File: config.mk
export PLATFORM = sky130hd
export DESIGN_NAME = clk_div_bank
export DESIGN_NICKNAME = d
export VERILOG_FILES = /design/src/rtl/clk_div_bank.sv
export SDC_FILE = /design/constraint.sdc
export NUM_CORES = 1
export LEC_CHECK = 0
export CELL_PAD_IN_SITES_DETAIL_PLACEMENT = 1
export CELL_PAD_IN_SITES_GLOBAL_PLACEMENT = 1
export CORE_UTILIZATION = 39
export DETAILED_ROUTE_END_ITERATION = 8
export PLACE_DENSITY_LB_ADDON = 0.1
export SLEW_MARGIN = 20
export SYNTH_ARGS = -nofsm -noshare
export SYNTH_HDL_FRONTEND = slang
export SYNTH_SLANG_ARGS = --single-unit
File: constraint.sdc
create_clock -name clk_i -period 5 [get_ports clk_i]
set_input_delay 1.5 -clock clk_i [delete_from_list [all_inputs] [get_ports clk_i]]
set_output_delay 1.5 -clock clk_i [all_outputs]
set_load 0.02 [all_outputs]
File: src/rtl/clk_div_bank.sv
// clk_div_bank: N_CH independent clock dividers with shadowed divisor/mode and global sync
module clk_div_bank #(
    parameter int N_CH   = 4,
    parameter int DIV_WD = 16
) (
    input  logic                   clk_i,
    input  logic                   rst_ni,
    input  logic [N_CH-1:0]        en_i,
    input  logic                   sync_i,
    input  logic [N_CH-1:0]        mode_i,
    input  logic [N_CH*DIV_WD-1:0] div_i,
    output logic [N_CH-1:0]        clk_o,
    output logic [N_CH-1:0]        tick_o,
    output logic [N_CH-1:0]        run_o
);
    for (genvar k = 0; k < N_CH; k++) begin : g_ch
        logic [DIV_WD-1:0] cnt, cur_div, div;
        logic              cur_mode, run, clk_q, tick_q;
        assign div = div_i[k*DIV_WD +: DIV_WD];
        // channel state: disable, (re)start or sync, park on zero divisor, count, period event
        always_ff @(posedge clk_i or negedge rst_ni) begin
            if (!rst_ni) begin
                cnt      <= '0;
                cur_div  <= '0;
                cur_mode <= 1'b0;
                run      <= 1'b0;
                clk_q    <= 1'b0;
                tick_q   <= 1'b0;
            end else if (!en_i[k]) begin
                run    <= 1'b0;
                cnt    <= '0;
                clk_q  <= 1'b0;
                tick_q <= 1'b0;
            end else if (!run || sync_i || cur_div == '0) begin
                run      <= 1'b1;
                cnt      <= '0;
                cur_div  <= div;
                cur_mode <= mode_i[k];
                clk_q    <= 1'b0;
                tick_q   <= 1'b0;
            end else if (cnt == cur_div - DIV_WD'(1)) begin
                cnt      <= '0;
                cur_div  <= div;
                cur_mode <= mode_i[k];
                clk_q    <= mode_i[k] | ~clk_q;
                tick_q   <= mode_i[k] | ~clk_q;
            end else begin
                cnt    <= cnt + DIV_WD'(1);
                clk_q  <= clk_q & ~cur_mode;
                tick_q <= 1'b0;
            end
        end
        assign clk_o[k]  = clk_q;
        assign tick_o[k] = tick_q;
        assign run_o[k]  = run;
    end
endmodule

==> results.toml <==
[outcome]
outcome = "finished, final reports clean"

[pwr]
p_leak_uw = 0.003989
peakVddDrop_mv = 0.1650
power_density_nw_per_um2 = 322.3

[die]
die_w_um = 149.9
io_pins = 87
chipHeight_um = 149.9
coreArea_sq_um = 21220
core.rowCount = 53
initial_core_util_pct = 40.21
die_area_sq_um = 22470

[clocking]
clkSinkCount = 144
postCtsSetupBuffers = 0
ctsResizeCount = 0
cts_hold_buf = 0
htree_num_levels = 4
cts_tree = "done"
cts_inserted_buffers = 17
clk_path_buf_depth = 2
clkTransAtPathRegs_ns = 0.06
cts-root-buf = "clkbuf_16"
clk_latency_ns = 0.42

[timing]
slew_headroom_pct = 37.38
setup_viol = 0
skew_ns = 0.009482
whs_ns = 0.4747
final.setup.worst_slack_ns = 1.080
rsz0062_at_grt = "false"
finalMaxSlewViolations = 0
finalSetupTns_ns = 0
finalCriticalPeriod_ns = 3.920
hold_violations = 0
tightestPinTransition_ns = 0.9393
max_freq_mhz = 255.1
period_share_pct = 78.40

[route]
avgViaCountPerCell = 5.441
remaining_drc_errors = 0
antenna_left = 0
wl_per_cell_um = 18.06
num_vias = 6415
first_pass_iters = 6
drt_wl_total_mm = 21.29
drt_iter0_drc = 291

[setup_path]
r2r_setup_slack_ns = 1.08
crit_path_start_kind = "flip-flop"
worstPathMaxFanout = 17
cp-end-kind = "flip-flop"
required_ns = 5.30
critPathKind = "flip-flop to flip-flop"
cp.arrival_ns = 4.22

[layout]
final_nets = 975
final_common_cell = "dfrtp_1"
drive_gt1_share_pct = 8.296
syn_to_final_growth_pct = 18.27
antenna_cells = 0
final_cell_area_sq_um = 10090
final_cell_mix = "dfrtp_1, nor2_1, clkdlybuf4s50_1"

[synth]
synth.avg_cell_area_sq_um = 10.14
ys_ff_latch = 144
synth_area_leader_cell = "dfrtp_1"
synth_top_area_share_pct = 42.23
ys_seq_area_share_pct = 42.23
syn-cell-area_sq_um = 8532
yosys-top-cells-area = "dfrtp_1, xor2_1, xnor2_1"
synth.net_count = 924
yosys_warnings = 0
synth_cells = 841
synthDistinctLibCells = 68
async_flop_share_pct = 100.0
synth_top_flop_cell = "dfrtp_1"
synth-edff-count = 0

[place]
dp_hpwl_mm = 15.82
dp_slack_ns = 1.061
placed_area_sq_um = 9438
port_buffers = 86
gp_congestion = 0.8392

[min_path]
hold_class = "flip-flop to flip-flop"

[job]
cap_violations = 0

[grt]
grt_first_pass_wirelength_mm = 35.54
antenna_found_initial = 0
track_usage_pct = 20.29
grt_remaining_overflow = 0
grt_max_degree = 101
grt_pass1_vias = 6928
## through the flow
step,total power [uW],instances,util [%]
final,3252,1179,47.55
after CTS,3298,1179,47.55
after detailed placement,1865,1148,44.48
after global routing,3402,1179,47.55
after floorplan,1687,841,-
after global placement,1828,1148,44.48
## layout make-up
class                           count  area, sq um
Fill cell                        2345        11130
Multi-Input combinational cell    618         4527
Sequential cell                   144         3603
Timing Repair Buffer               88        877.1
Clock buffer                       21        470.5
Tap cell                          275        344.1
Clock inverter                     10        182.7
Inverter                           23        86.33
## Yosys cell counts, types with 3 or more instances
cell and instances:
a211oi_1 6, o211ai_1 7, and3_1 11, o21ai_0 7, nor3b_1 12, a31oi_1 8
or3_1 4, nor2_1 93, nand4_1 22, or2_2 3, xnor2_1 63, a21oi_1 10
nor3_1 23, a211o_1 3, nor4_2 6, nor2b_1 19, nand3_1 44, nand2b_1 11
xor2_1 69, inv_1 23, o32ai_1 3, a21bo_1 4, o21ai_1 3, buf_4 12
nor4_1 12, mux2_1 38, nand2_1 36, dfrtp_1 144, mux2_4 28, o22ai_1 4
buf_6 7, ha_1 8, nor4b_1 4, or3b_1 3, or4_1 5, buf_2 6
clkbuf_1 29, mux2i_1 7, nand3b_1 6
## cell families after synthesis
logic type / Yosys count / synth area share [%]
mux: 74 / 10.90
buf+inv: 79 / 4.707
simple gates: 325 / 20.65
fa+ha+maj: 8 / 1.173
flops: 144 / 42.23
xor+xnor: 132 / 13.55
compound gates: 79 / 6.790
## where the power goes
group | internal (uW) | leakage (uW) | switching, uW
registers | 1240 | 0.00185 | 134
clock network | 922 | 0.000323 | 488
logic | 254 | 0.00182 | 212
## per-layer routing
layer | part of all wire, % | track usage, % | vias up
li1 | - | - | 3025
met1 | 46 | 25.85 | 3282
met2 | 50 | 35.23 | 95
met3 | 3.1 | 3.841 | 13
met4 | 1.0 | 4.899 | 0
met5 | 0 | 0 | -
## sequential cells by signal, indices dropped and copies added (netlist names)
register / count
g_ch.clk_q: 4
g_ch.cnt: 64
g_ch.cur_div: 64
g_ch.cur_mode: 4
g_ch.run: 4
g_ch.tick_q: 4
## worst max-delay path, cell delays in order, from the launching register on
cell	delay (ns)
dfrtp_1	0.48
inv_1	0.11
ha_1	0.35
nor2b_1	0.36
nand4_1	0.19
xnor2_1	0.19
nor4b_1	0.44
nand2_1	0.11
or4_1	0.57
a21bo_1	0.54
mux2_1	0.46
## worst paths after layout
kind	from	to	cells after the start
max in group asynchronous	rst_ni	g_ch[1].cur_div[4]	2
hold reg to reg	g_ch[1].cur_mode	g_ch[1].clk_q	1
hold / removal	g_ch[1].cur_mode	g_ch[1].clk_q	1
min in group asynchronous	rst_ni	g_ch[2].cur_div[8]	1
setup reg to reg	g_ch[0].cur_div[0]	g_ch[0].cur_div[0]	10
setup / recovery	g_ch[0].cur_div[0]	g_ch[0].cur_div[0]	10
Note: power is estimated with default switching activity, not from simulation.
